===== src/rtl/instr_fetch_dispatch_if.sv =====
// Fetch/dispatch bundle: program-memory port, executor handshakes and status flags.
// master = fetch/dispatch unit, slave = memory plus executor FSMs.
interface instr_fetch_dispatch_if;
   logic [15:0] mem_rdata;
   logic        mem_valid;
   logic        mem_req;
   logic [7:0]  mem_addr;
   logic        pc_inc;
   logic        exec_done;
   logic [15:0] instr;
   logic        alu_start;
   logic        alui_start;
   logic        load_start;
   logic        store_start;
   logic        halted;
   logic        illegal;
   logic        fetch_err;

   modport master (
      input  mem_rdata, mem_valid, pc_inc, exec_done,
      output mem_req, mem_addr, instr, alu_start, alui_start, load_start, store_start,
             halted, illegal, fetch_err
   );

   modport slave (
      output mem_rdata, mem_valid, pc_inc, exec_done,
      input  mem_req, mem_addr, instr, alu_start, alui_start, load_start, store_start,
             halted, illegal, fetch_err
   );
endinterface


===== src/rtl/instr_fetch_dispatch.sv =====
// Instruction fetch, decode and dispatch to executor FSMs; HALT/TRAP are left only by rst.
// Optional macro FETCH_TIMEOUT_EN traps after 16 consecutive FETCH cycles without mem_valid.
module instr_fetch_dispatch (
   input logic                     clk,
   input logic                     rst,
   instr_fetch_dispatch_if.master  bus
);

   typedef enum logic [2:0] {
      StIdle,
      StFetch,
      StDecode,
      StExec,
      StHalt,
      StTrap
   } state_e;

   state_e      state_q, state_d;
   logic [7:0]  pc_q, pc_d;
   logic [15:0] ir_q, ir_d;
   logic [3:0]  start_q, start_d;
   logic        halted_q, halted_d;
   logic        illegal_q, illegal_d;
   logic [3:0]  opcode;
   logic        exec_first;

   assign opcode     = ir_q[15:12];
   // start_q is only ever high in the first EXEC cycle, so it doubles as that marker
   assign exec_first = |start_q;

`ifdef FETCH_TIMEOUT_EN
   logic [3:0] tmo_q, tmo_d;
   logic       fetch_err_q, fetch_err_d;
   logic       timeout;

   always_comb begin
      tmo_d   = '0;
      timeout = 1'b0;
      if (state_q == StFetch && !bus.mem_valid) begin
         tmo_d   = tmo_q + 4'd1;
         timeout = (tmo_q == 4'hF);
      end
   end
`endif

   always_comb begin
      state_d   = state_q;
      pc_d      = pc_q;
      ir_d      = ir_q;
      start_d   = '0;
      halted_d  = halted_q;
      illegal_d = illegal_q;
`ifdef FETCH_TIMEOUT_EN
      fetch_err_d = fetch_err_q;
`endif

      if (bus.pc_inc && (state_q inside {StIdle, StFetch, StDecode, StExec})) begin
         pc_d = pc_q + 8'd1;
      end

      unique case (state_q)
         StIdle: state_d = StFetch;
         StFetch: begin
            if (bus.mem_valid) begin
               ir_d    = bus.mem_rdata;
               state_d = StDecode;
            end
`ifdef FETCH_TIMEOUT_EN
            else if (timeout) begin
               fetch_err_d = 1'b1;
               state_d     = StTrap;
            end
`endif
         end
         StDecode: begin
            if (opcode[3:2] == 2'b00) begin
               start_d[opcode[1:0]] = 1'b1;
               state_d              = StExec;
            end else if (opcode == 4'hF) begin
               halted_d = 1'b1;
               state_d  = StHalt;
            end else begin
               illegal_d = 1'b1;
               state_d   = StTrap;
            end
         end
         StExec: begin
            if (!exec_first && bus.exec_done) begin
               state_d = StFetch;
            end
         end
         StHalt, StTrap: state_d = state_q;
         default: state_d = StIdle;
      endcase
   end

   always_ff @(posedge clk) begin
      if (rst) begin
         state_q   <= StIdle;
         pc_q      <= '0;
         ir_q      <= '0;
         start_q   <= '0;
         halted_q  <= 1'b0;
         illegal_q <= 1'b0;
      end else begin
         state_q   <= state_d;
         pc_q      <= pc_d;
         ir_q      <= ir_d;
         start_q   <= start_d;
         halted_q  <= halted_d;
         illegal_q <= illegal_d;
      end
   end

`ifdef FETCH_TIMEOUT_EN
   always_ff @(posedge clk) begin
      if (rst) begin
         tmo_q       <= '0;
         fetch_err_q <= 1'b0;
      end else begin
         tmo_q       <= tmo_d;
         fetch_err_q <= fetch_err_d;
      end
   end

   assign bus.fetch_err = fetch_err_q;
`else
   assign bus.fetch_err = 1'b0;
`endif

   assign bus.mem_req     = (state_q == StFetch);
   assign bus.mem_addr    = pc_q;
   assign bus.instr       = ir_q;
   assign bus.alu_start   = start_q[0];
   assign bus.alui_start  = start_q[1];
   assign bus.load_start  = start_q[2];
   assign bus.store_start = start_q[3];
   assign bus.halted      = halted_q;
   assign bus.illegal     = illegal_q;

endmodule


===== src/flat_wrapper.sv =====
// flat-port wrapper written by rule: the top's interface ports become plain ports
module instr_fetch_dispatch_flat 
  (clk, rst, bus_mem_rdata, bus_mem_valid, bus_pc_inc, bus_exec_done, bus_mem_req, bus_mem_addr, bus_instr, bus_alu_start, bus_alui_start, bus_load_start, bus_store_start, bus_halted, bus_illegal, bus_fetch_err);
  instr_fetch_dispatch_if bus_i ();
  input logic clk;
  input logic rst;
  input wire logic [$bits(bus_i.mem_rdata)-1:0] bus_mem_rdata;
  input wire logic [$bits(bus_i.mem_valid)-1:0] bus_mem_valid;
  input wire logic [$bits(bus_i.pc_inc)-1:0] bus_pc_inc;
  input wire logic [$bits(bus_i.exec_done)-1:0] bus_exec_done;
  output wire logic [$bits(bus_i.mem_req)-1:0] bus_mem_req;
  output wire logic [$bits(bus_i.mem_addr)-1:0] bus_mem_addr;
  output wire logic [$bits(bus_i.instr)-1:0] bus_instr;
  output wire logic [$bits(bus_i.alu_start)-1:0] bus_alu_start;
  output wire logic [$bits(bus_i.alui_start)-1:0] bus_alui_start;
  output wire logic [$bits(bus_i.load_start)-1:0] bus_load_start;
  output wire logic [$bits(bus_i.store_start)-1:0] bus_store_start;
  output wire logic [$bits(bus_i.halted)-1:0] bus_halted;
  output wire logic [$bits(bus_i.illegal)-1:0] bus_illegal;
  output wire logic [$bits(bus_i.fetch_err)-1:0] bus_fetch_err;
  assign bus_i.mem_rdata = bus_mem_rdata;
  assign bus_i.mem_valid = bus_mem_valid;
  assign bus_i.pc_inc = bus_pc_inc;
  assign bus_i.exec_done = bus_exec_done;
  assign bus_mem_req = bus_i.mem_req;
  assign bus_mem_addr = bus_i.mem_addr;
  assign bus_instr = bus_i.instr;
  assign bus_alu_start = bus_i.alu_start;
  assign bus_alui_start = bus_i.alui_start;
  assign bus_load_start = bus_i.load_start;
  assign bus_store_start = bus_i.store_start;
  assign bus_halted = bus_i.halted;
  assign bus_illegal = bus_i.illegal;
  assign bus_fetch_err = bus_i.fetch_err;
  instr_fetch_dispatch u_core (.clk(clk), .rst(rst), .bus(bus_i));
endmodule

===== config.mk =====
export PLATFORM = sky130hd
export DESIGN_NAME = instr_fetch_dispatch_flat
export DESIGN_NICKNAME = d
export VERILOG_FILES = /design/src/rtl/instr_fetch_dispatch_if.sv /design/src/rtl/instr_fetch_dispatch.sv /design/src/flat_wrapper.sv
export SDC_FILE = /design/constraint.sdc
export NUM_CORES = 1
export LEC_CHECK = 0
export ABC_AREA = 0
export ABC_CLOCK_PERIOD_IN_PS = 1500
export BUFFER_PORTS_ARGS = -buffer_cell sky130_fd_sc_hd__buf_2
export CAP_MARGIN = 5
export CELL_PAD_IN_SITES_DETAIL_PLACEMENT = 0
export CELL_PAD_IN_SITES_GLOBAL_PLACEMENT = 1
export CORE_ASPECT_RATIO = 0.9
export CORE_MARGIN = 2
export CORE_UTILIZATION = 30
export DETAILED_ROUTE_END_ITERATION = 10
export PLACE_DENSITY = 0.74
export SLEW_MARGIN = 40
export SYNTH_ARGS = -nofsm -noshare
export SYNTH_HDL_FRONTEND = slang
export SYNTH_SLANG_ARGS = --single-unit

===== constraint.sdc =====
create_clock -name clk -period 1.5 [get_ports clk]
set_input_delay 0.15 -clock clk [delete_from_list [all_inputs] [get_ports clk]]
set_output_delay 0.15 -clock clk [all_outputs]
set_load 0.1 [all_outputs]

==> metrics.log, run 1 <==
[metrics] run status: completed
[metrics] CTS tree: yes
[metrics] gr busiest metal: met2
[metrics] nature of the critical path startpoint: flip-flop
[metrics] I/O pins: between 50 and 60
[metrics] Min-Delay Startpoint: bus_mem_rdata[14]
[metrics] routability cong.: 0.7277
[metrics] DRC violation total after the first TritonRoute iteration: 54
[metrics] grt met3 use: about 5.7%
[metrics] Yosys top cell area share: roughly half
[metrics] clock buffer depth: 2
[metrics] minimum clock period after layout: ~1.4 ns
[metrics] Port Buf Inserts: between 50 and 60
[metrics] Final Cycle Share: ~90%
[metrics] clock tree root driver cell: clkbuf_8
[metrics] launch instance of the worst register-to-register path: u_core.state_q[2]
[metrics] setup repair after global routing missed its margin: false
[metrics] Final Hold Viols: 0
[metrics] Antenna Nets Post-Route: 0
[metrics] Max stage delay on crit path: about 0.5 ns
[metrics] post-synthesis cell type with the largest combined area: dfxtp_1
[metrics] count of final max-slew check failures: 0
[metrics] total wirelength of the detailed-routed design: 2982 µm
[metrics] CTS sink cnt: 33
[metrics] pin count of the biggest net entering global routing: 18
[metrics] vias in the first global route: 1091
[metrics] floorplan core area: about 4200 µm²
[metrics] endpoints failing setup: 0
[metrics] kind of end point of the critical path: flip-flop
[metrics] synthesized instance count: 151
[metrics] register bit total from synthesis: 33
[metrics] Pwr per Cell Area: approximately 1200 nW/µm²
[metrics] clock buffer count from CTS: 5
[metrics] Seq. cell area: around 700 µm²
[metrics] antenna diode count: 0
[metrics] source-to-sink clock delay at the later pin of the worst-skew pair: around 0.29 ns
[metrics] # hold bufs at CTS: 0
[metrics] reported max-cap violation count: 0
[metrics] Critical Setup Path Class: flip-flop to flip-flop
[metrics] total grt overflow: 0
[metrics] data arrival time of the worst path: 1.59 ns
[metrics] Die X-Extent: 74.19 µm
[metrics] standard-cell row count: 22
[metrics] Die Y: roughly 67 µm
[metrics] Starting Density: 32.00%
[metrics] Worst R2R Setup Slack: ~0.12 ns
[metrics] footprint of the multi-input gates: slightly above 600 µm²
[metrics] area added between synthesis and finish: 36.12%
[metrics] Crit path required time: approximately 1.7 ns
[metrics] via total after detailed routing: about 1200
[metrics] first-pass GRT wire length: roughly 5000 µm
[metrics] DRC Markers: 0
[metrics] aggregate global-route resource usage: between 10 and 15%
[metrics] number of nets produced by synthesis: 173
[metrics] CTS H-tree depth: 2
[metrics] number of antenna violations at the first check in global routing: 0
[metrics] first-pass iteration count of the detailed router: 4
[metrics] number of warnings issued by yosys: 0
[metrics] library cells used by synthesis: 40
[metrics] utilization of the core after routing: 43.56%
[metrics] destination of the worst register-to-register timing path: u_core.bus.mem_addr[7]
[metrics] Avg Inst Size Synth: 8.808 µm²
[metrics] average routed wire per standard cell: ~11 µm
[metrics] commonest cells after routing, fill and taps aside: 50 x buf_2, 35 x nand2_1, 24 x a21oi_1
[metrics] top area cells in the synthesized netlist: dfxtp_1 50%, nand2_1 9.9%, a21oi_1 9.0%
[metrics] number of instances on the worst hold path: 3
[metrics] portion of the post-synthesis area used by sequential elements: 49.67%
[metrics] Worst Hold Path EP: u_core.bus.instr[14]
[metrics] critical path's top delay family: simple AND/OR/NAND/NOR gates
[metrics] length in cells of the worst reg-to-reg path: 3
[metrics] met2 GRT Util: 19.31%
[metrics] Setup Buffers After CTS: 0
[metrics] CP max FO: 11
[metrics] GRT met1 Usage: roughly 18%
[metrics] maximum clock skew at final layout: approximately 0.0052 ns
[metrics] per-cell via count in the routed design: 4.534
[metrics] FFs w/ async S/R, synth: 0%
[metrics] Final #Nets: approximately 230
[metrics] number of filler instances in the final layout: about 440
[metrics] cell with the largest stage delay on the worst path: or4_1
[metrics] post-cts resize count: 0
[metrics] cells along the critical path: nand3b_4 -> or4_1 -> a21oi_1
[metrics] Setup Total Neg Slack: 0 ns
[metrics] sum of buffers and inverters on the critical path: 0
[metrics] Static Leakage: between 0.0007 and 0.0008 µW
[metrics] smallest hold slack: between 0.08 and 0.09 ns
[metrics] fraction of final layout cells with drive strength greater than 1: between 40% and 50%
[metrics] die area: 4983 µm²
[metrics] most common cell after layout, fill and taps aside: buf_2
[metrics] main flop type after synthesis: dfxtp_1
[metrics] DP HPWL: 2089 µm
[metrics] Clock Pin Slew Worst Setup and Hold Paths: around 0.070 ns
[metrics] largest vdd supply drop: 0.5646 mV
[metrics] number of enable-type register cells in the synthesized netlist: 0
[metrics] area of the mapped netlist: 1330 µm²
[metrics] achievable frequency: around 730 MHz
[metrics] class of the tightest hold or removal check: input port to flip-flop
[worst max path at each step]
stage,startpoint,to,slack [ns],cells past startpoint
after floorplan,u_core.bus.mem_addr[4],u_core.bus.mem_addr[6],-0.003,3
after global placement,u_core.start_q[1],u_core.state_q[1],0.14,3
after detailed placement,u_core.state_q[2],u_core.bus.mem_addr[7],0.13,3
after CTS,u_core.state_q[2],u_core.bus.mem_addr[7],0.11,3
after global routing,u_core.state_q[2],u_core.bus.mem_addr[5],0.03,3
final,u_core.state_q[2],u_core.bus.mem_addr[7],0.12,3
[worst reg2reg max path, delay by kind of cell, from the launching register on]
family	cells	cell delay, ns
compound gates	1	0.15
flops	1	0.41
simple gates	2	0.75
[sequential cells by signal, indices dropped and copies added, names as in the netlist]
register / count
u_core.bus.instr: 16
u_core.start_q: 4
u_core.bus.halted: 1
u_core.bus.illegal: 1
u_core.bus.mem_addr: 8
u_core.state_q: 3
[metal layers]
layer  vias to the layer above  share of wire [%]
met1                       524                 47
met4                         0                1.7
li1                        625                  -
met2                        40                 43
met5                         -                  0
met3                         8                8.7
[logic make-up (layout without fill, tap and decap cells)]
group           Yosys count  count (layout)  share of synthesized area, %
other cells               1               1                        0.2819
mux                       2               2                         1.599
simple gates             69              69                         27.85
fa+ha+maj                 1               1                        0.9406
xor+xnor                  2               2                         1.317
buf+inv                  11              64                         4.797
flops                    33              33                         49.67
compound gates           32              32                         13.55
[where the power goes]
group          switching [µW]  internal (µW)
Clock                     344            431
Combinational             333            105
Sequential               28.7            905
[synth_stat cells, types with 2 or more instances]
cell type / count
nor2b_1: 2
and4_1: 2
or4_1: 3
dfxtp_1: 33
nor2_1: 7
buf_2: 2
clkbuf_1: 2
buf_4: 3
a21oi_1: 24
nand4_1: 3
nor3_1: 2
o31ai_1: 3
nand2_1: 35
nor3b_1: 4
[stage by stage]
stage	area, µm²	std cells	setup slack [ns]	power, µW
6_report	1810	264	0.1225	2146
5_1_grt	1810	264	0.03264	2254
3_5_place_dp	1702	256	0.1346	1396
4_1_cts	1810	264	0.1121	2182
2_1_floorplan	1374	151	-0.002545	1299
3_3_place_gp	1702	256	0.1411	1396
[area by class of cell]
type                            instances  area share [%]
Clock buffer                            6           5.183
Clock inverter                          2          0.8293
Timing Repair Buffer                   55           17.28
Tap cell                               60           4.147
Multi-Input combinational cell        107           34.07
Sequential cell                        33           38.29
Inverter                                1          0.2073
Power figures use the tool's default switching activity.
==> inputs of run 2 (changes only) <==
ABC_AREA = 1   (was 0)
CORE_UTILIZATION = 29   (was 30)
==> metrics.log, run 2 <==
[metrics] number of warnings issued by yosys: 0
[metrics] register bit total from synthesis: 33
[metrics] utilization of the core after routing: approximately two fifths
[metrics] fraction of synthesized cell area in xor and xnor cells: 0%
[metrics] die area: 5149 µm²
[metrics] vias in the first global route: between 1000 and 1500
[metrics] count of final max-slew check failures: 0
[metrics] CP max FO: 4
[metrics] number of filler instances in the final layout: between 500 and 600
[metrics] Seq. cell area: 674.4 µm²
[metrics] FFs w/ async S/R, synth: 0%
[metrics] clock buffer depth: 2
[metrics] area of the mapped netlist: 1331 µm²
[metrics] kind of end point of the critical path: output pin
[metrics] Post-Layout Cell Count: just under 300
[metrics] Yosys top cell area share: 49.62%
[metrics] post-synthesis compound-gate area fraction: 11.09%
[metrics] area added between synthesis and finish: 32.61%
[metrics] reported max-cap violation count: 0
[metrics] clock buffer count from CTS: 5
[metrics] multiplexer share of the synthesized area: 0%
[metrics] Final #Nets: approximately 260
[metrics] number of antenna violations at the first check in global routing: 0
[metrics] area of all placed cells without fillers: 1765 µm²
[metrics] data arrival time of the worst path: 1.26 ns
[metrics] footprint of the multi-input gates: 574.3 µm²
[metrics] post-synthesis cell type with the largest combined area: dfxtp_1
[metrics] CTS H-tree depth: 2
[metrics] Static Leakage: 0.0008460 µW
[metrics] Setup Total Neg Slack: 0 ns
[metrics] floorplan core area: 4432 µm²
[metrics] area fraction in and, or, nand and nor cells after synthesis: a little under a third
[metrics] CTS sink cnt: 33
[metrics] most common library cells after synthesis: 54 x nor2_1, 33 x dfxtp_1, 24 x nand2_1
[metrics] cells along the critical path: inv_2 -> nor2_4 -> nand2_1 -> inv_1 -> buf_12
[metrics] Die X-Extent: 75.42 µm
[metrics] DP HPWL: about 2300 µm
[metrics] Starting Density: a little under a third
[metrics] combinational family with the most area after synthesis: simple AND/OR/NAND/NOR gates
[metrics] nature of the critical path startpoint: flip-flop
[metrics] standard-cell row count: 23
[metrics] Pwr per Cell Area: around 1400 nW/µm²
[metrics] first-pass iteration count of the detailed router: 4
[metrics] CTS tree: yes
[metrics] slew at the pin with the worst max-slew slack: ~0.5 ns
[metrics] achievable frequency: 707.3 MHz
[metrics] synthesized instance count: around 180
[metrics] source-to-sink clock delay at the later pin of the worst-skew pair: about 0.28 ns
[metrics] number of nets produced by synthesis: roughly 200
[metrics] class of the tightest hold or removal check: input port to flip-flop
[metrics] Crit path required time: 1.35 ns
[metrics] average routed wire per standard cell: between 10 and 15 µm
[metrics] Antenna Nets Post-Route: 0
[metrics] post-detailed-placement cell area: ~1700 µm²
[metrics] DRC violation total after the first TritonRoute iteration: 65
[metrics] Clock Pin Slew Worst Setup and Hold Paths: around 0.070 ns
[metrics] top area cells in the synthesized netlist: dfxtp_1 50%, nor2_1 15%, o21ai_0 7.1%
[metrics] most common cell after layout, fill and taps aside: nor2_1
[metrics] clock tree root driver cell: clkbuf_8
[metrics] Synth Area in Adders: less than 1%
[metrics] DRC Markers: 0
[metrics] minimum clock period after layout: between 1 and 1.5 ns
[metrics] Avg Inst Size Synth: about 7.4 µm²
[metrics] Die Y: slightly below 70 µm
[metrics] commonest cells after routing, fill and taps aside: 54 x nor2_1, 50 x buf_2, 24 x nand2_1
[metrics] fraction of final layout cells with drive strength greater than 1: between 30% and 40%
[metrics] length in cells of the worst reg-to-reg path: 6
[metrics] routability cong.: 0.8504
[metrics] aggregate global-route resource usage: a little over an eighth
[metrics] Final Cycle Share: around 94%
[metrics] length of routed met3 wiring: roughly 170 µm
[metrics] pin count of the biggest net entering global routing: 19
[metrics] largest vdd supply drop: roughly 0.59 mV
[metrics] first-pass GRT wire length: a little over 5000 µm
[metrics] worst slew margin relative to its limit: around two thirds
[metrics] number of enable-type register cells in the synthesized netlist: 0
[metrics] Max stage delay on crit path: roughly 0.37 ns
[metrics] endpoints failing setup: 0
[metrics] Critical Setup Path Class: flip-flop to output pin
[metrics] portion of the post-synthesis area used by sequential elements: roughly half
[metrics] total grt overflow: 0
[metrics] run status: completed
[metrics] most instantiated library cell after synthesis: nor2_1
[metrics] cell with the largest stage delay on the worst path: dfxtp_1
[metrics] maximum clock skew at final layout: between 0.007 and 0.008 ns
[metrics] Worst R2R Setup Slack: 0.21 ns
[metrics] setup repair after global routing missed its margin: false
[metrics] number of instances on the worst hold path: 3
[metrics] via total after detailed routing: ~1300
[metrics] Final Hold Viols: 0
[metrics] total wirelength of the detailed-routed design: between 3000 and 4000 µm
[metrics] number of cells in the design after placement: ~290
[metrics] main flop type after synthesis: dfxtp_1
[metrics] # hold bufs at CTS: 0
[metrics] Port Buf Inserts: 51
[metrics] smallest hold slack: ~0.11 ns
[metrics] flip-flop count of the largest register, all copies and words added: 16
[metrics] wire length the detailed router placed on met1: 1522 µm
[metrics] routed length on met2: roughly 1400 µm
[metrics] library cells used by synthesis: 22
[metrics] I/O pins: between 50 and 60
[metrics] top metal layer carrying routed signals: met4
[metrics] antenna diode count: 0
[metrics] per-cell via count in the routed design: around 4.3
run 2: cell types whose count changed after synthesis, moves of 4 or more:
cell / change
a21oi_1: -16
nor2_1: +47
nor3_1: +4
inv_1: +13
o21ai_0: +18
nand2_1: -11
nor3b_1: -4
run 2: cells by family (layout without fill, tap and decap cells):
family                   after synthesis  in the layout
AND/OR/NAND/NOR                       95             95
flip-flops                            33             33
adder cells (fa/ha/maj)                1              1
other                                  1              1
AO/OA/AOI/OAI                         29             29
buffers and inverters                 22             77
run 2: through the flow:
| stage | setup WS [ns] | total power [µW] |
|---|---|---|
| 2_1_floorplan | 0.005234 | 1717 |
| 3_3_place_gp | 0.2871 | 1870 |
| 3_5_place_dp | 0.2256 | 1873 |
| 4_1_cts | 0.06448 | 2563 |
| 5_1_grt | 0.01261 | 2665 |
| 6_report | 0.08613 | 2530 |
run 2: final cells by class:
cell class	instances	area share (%)
flip-flops and latches	33	38.20
multi-input cells	126	32.53
repair buffers	53	16.16
clock buffers	6	4.678
well taps	62	4.394
inverters	17	3.614
clock inverters	1	0.4252
run 2: final timing paths:
kind                         from                  end
max reg2reg     u_core.state_q[0]  u_core.bus.instr[3]
min reg2reg  u_core.bus.instr[13]    u_core.start_q[0]
min              bus_mem_rdata[8]  u_core.bus.instr[8]
max             u_core.state_q[0]          bus_mem_req
run 2: timing repair:
action / in CTS / in global routing
endpoints found under the setup margin: 0 / 1
setup buffers: 0 / 0
endpoints found under the hold margin: 0 / 0
resized for setup: 0 / 1
run 2: worst max-delay path, delay by kind of cell (launching register included):
family                 cells  cell delay (ns)
AND/OR/NAND/NOR            2             0.25
flip-flops                 1             0.37
buffers and inverters      3             0.36
run 2: routing by layer:
metal,vias up,GRT usage (%)
met1,555,16.19
met2,37,21.52
met5,-,0
met3,2,5.155
met4,0,6.360
li1,683,-
run 2: power breakdown:
group	internal, µW	leakage, µW	switching, µW
combinational	163	0.000529	681
sequential	953	0.000274	54.5
clock	362	0.0000433	317
total	1480	0.000846	1050
==> inputs of run 3 (changes only) <==
GPL_TIMING_DRIVEN = 0   (was default)
==> metrics.log, run 3 (synthesis gave the netlist of run 2 again) <==
[metrics] run status: completed
[metrics] antenna diode count: 0
[metrics] CTS H-tree depth: 2
[metrics] CTS sink cnt: 33
[metrics] clock network power share: between 20% and 30%
[metrics] nature of the critical path startpoint: flip-flop
[metrics] reported max-cap violation count: 0
[metrics] Pwr per Cell Area: between 1000 and 1500 nW/µm²
[metrics] average routed wire per standard cell: 10.03 µm
[metrics] flip-flop count of the largest register, all copies and words added: 16
[metrics] most common cell after layout, fill and taps aside: nor2_1
[metrics] Static Leakage: approximately 0.00086 µW
[metrics] Min-Delay Startpoint: bus_mem_rdata[3]
[metrics] minimum clock period after layout: between 1 and 1.5 ns
[metrics] net switching power figure: about 1100 µW
[metrics] cell internal power dissipation: about 1500 µW
[metrics] standard-cell row count: 23
[metrics] Critical Setup Path Class: flip-flop to output pin
[metrics] Die Y: ~70 µm
[metrics] Final Hold Viols: 0
[metrics] Final Cycle Share: between 90% and 100%
[metrics] Setup Buffers After CTS: 0
[metrics] launch instance of the worst register-to-register path: u_core.state_q[0]
[metrics] DRC Markers: 0
[metrics] die area: approximately 5100 µm²
[metrics] length in cells of the worst reg-to-reg path: 6
[metrics] source-to-sink clock delay at the later pin of the worst-skew pair: just under 0.3 ns
[metrics] via total after detailed routing: ~1300
[metrics] destination of the worst register-to-register timing path: u_core.bus.instr[6]
[metrics] count of final max-slew check failures: 0
[metrics] commonest cells after routing, fill and taps aside: 54 x nor2_1, 52 x buf_2, 24 x nand2_1
[metrics] total wirelength of the detailed-routed design: 3028 µm
[metrics] fraction of final layout cells with drive strength greater than 1: between 30% and 40%
[metrics] clock buffer depth: 2
[metrics] critical path's top delay family: flip-flops
[metrics] routed length on met2: about 1400 µm
[metrics] DRC violation total after the first TritonRoute iteration: 47
[metrics] data arrival time of the worst path: approximately 1.3 ns
[metrics] Antenna Nets Post-Route: 0
[metrics] total design power: around 2600 µW
[metrics] CTS tree: yes
[metrics] Max stage delay on crit path: between 0.3 and 0.4 ns
[metrics] sum of buffers and inverters on the critical path: 3
[metrics] maximum clock skew at final layout: 0.004344 ns
[metrics] Comb power frac: about a third
[metrics] floorplan core area: between 4000 and 5000 µm²
[metrics] endpoints failing setup: 0
[metrics] top metal layer carrying routed signals: met4
[metrics] setup repair after global routing missed its margin: false
[metrics] DP HPWL: between 2000 and 2500 µm
[metrics] # hold bufs at CTS: 0
[metrics] cell with the largest stage delay on the worst path: dfxtp_1
[metrics] CP max FO: 4
[metrics] kind of end point of the critical path: output pin
[metrics] Worst R2R Setup Slack: roughly 0.27 ns
[metrics] largest vdd supply drop: between 0.5 and 0.6 mV
[metrics] Final #Nets: roughly 260
[metrics] aggregate global-route resource usage: between 10% and 20%
[metrics] achievable frequency: about 700 MHz
[metrics] Crit path required time: approximately 1.4 ns
[metrics] vias in the first global route: between 1000 and 1500
[metrics] Setup Total Neg Slack: 0 ns
[metrics] Starting Density: 30.04%
[metrics] Die X-Extent: 75.42 µm
[metrics] total grt overflow: 0
[metrics] first-pass iteration count of the detailed router: 4
[metrics] clock tree root driver cell: clkbuf_8
[metrics] length of routed met3 wiring: approximately 190 µm
[metrics] Clock Pin Slew Worst Setup and Hold Paths: 0.07 ns
[metrics] clock buffer count from CTS: 5
[metrics] area added between synthesis and finish: 34.02%
[metrics] class of the tightest hold or removal check: input port to flip-flop
[metrics] I/O pins: between 50 and 60
[metrics] switching share of total power: between 40% and 50%
[metrics] number of antenna violations at the first check in global routing: 0
[metrics] routability cong.: 0.7181
[metrics] Port Buf Inserts: between 50 and 60
[metrics] first-pass GRT wire length: about 4900 µm
[metrics] pin count of the biggest net entering global routing: 11
[metrics] cells along the critical path: inv_2 -> nor2_4 -> nand2_1 -> inv_1 -> buf_6
[metrics] per-cell via count in the routed design: between 4 and 5
[metrics] Seq pwr share: between 30% and 40%
[metrics] number of instances on the worst hold path: 3
[metrics] wire length the detailed router placed on met1: 1393 µm
[metrics] Worst Hold Path EP: u_core.bus.instr[3]
## run 3: per-layer routing
layer,global-route usage [%],vias up
met3,4.271,7
met2,20.76,31
li1,-,685
met1,14.62,547
met5,0,-
met4,8.553,0
## run 3: worst max-delay path by stage
stage | from | end | slack (ns) | cells past startpoint
after floorplan | u_core.bus.mem_addr[0] | u_core.bus.mem_addr[6] | 0.005 | 6
after global placement | u_core.state_q[0] | bus_mem_req | 0.24 | 5
after detailed placement | u_core.state_q[0] | bus_mem_req | 0.24 | 5
after CTS | u_core.state_q[0] | bus_mem_req | 0.03 | 5
after global routing | u_core.state_q[2] | bus_mem_req | 0.02 | 4
final | u_core.state_q[0] | bus_mem_req | 0.1 | 5
## run 3: metrics by stage
stage                     cells  setup slack (ns)  hold slack (ns)  utilization [%]  instance area [µm²]
final                       302           0.09743           0.1098            40.26                 1784
after global routing        302           0.01674           0.1128            40.26                 1784
after CTS                   302           0.03389           0.1003            40.18                 1780
after detailed placement    294            0.2441           0.4068            37.83                 1677
after global placement      294            0.2426           0.4007            37.83                 1677
after floorplan             181          0.005234           0.2191                -                 1344
## run 3: cell type report
cell class                 instances  area (µm²)
buffer                             5       32.53
clock buffer                       7       96.34
clock inverter                     1       5.005
fill                             513        2648
inverter                          17       63.81
multi-input combinational        126       574.3
sequential                        33       673.1
tap                               62       77.57
timing repair buffer              51       261.5
## run 3: tightest hold or removal path: stages
cell	delay (ns)
buf_2	0.07
o21ai_0	0.07
nor2_1	0.07
## run 3: what timing repair did
action | in CTS | in global routing
gates resized for setup | 1 | 1
setup endpoints to repair | 1 | 1
cloned | 0 | 0
pin swaps | 0 | 0
## run 3: power by group through the flow
stage                     logic, µW  clock network, µW  registers, µW
final                           839                741           1000
after CTS                       841                768           1000
after detailed placement        835                  0           1020
after floorplan                 264                  0           1450
after global routing            894                804           1010
after global placement          836                  0           1020
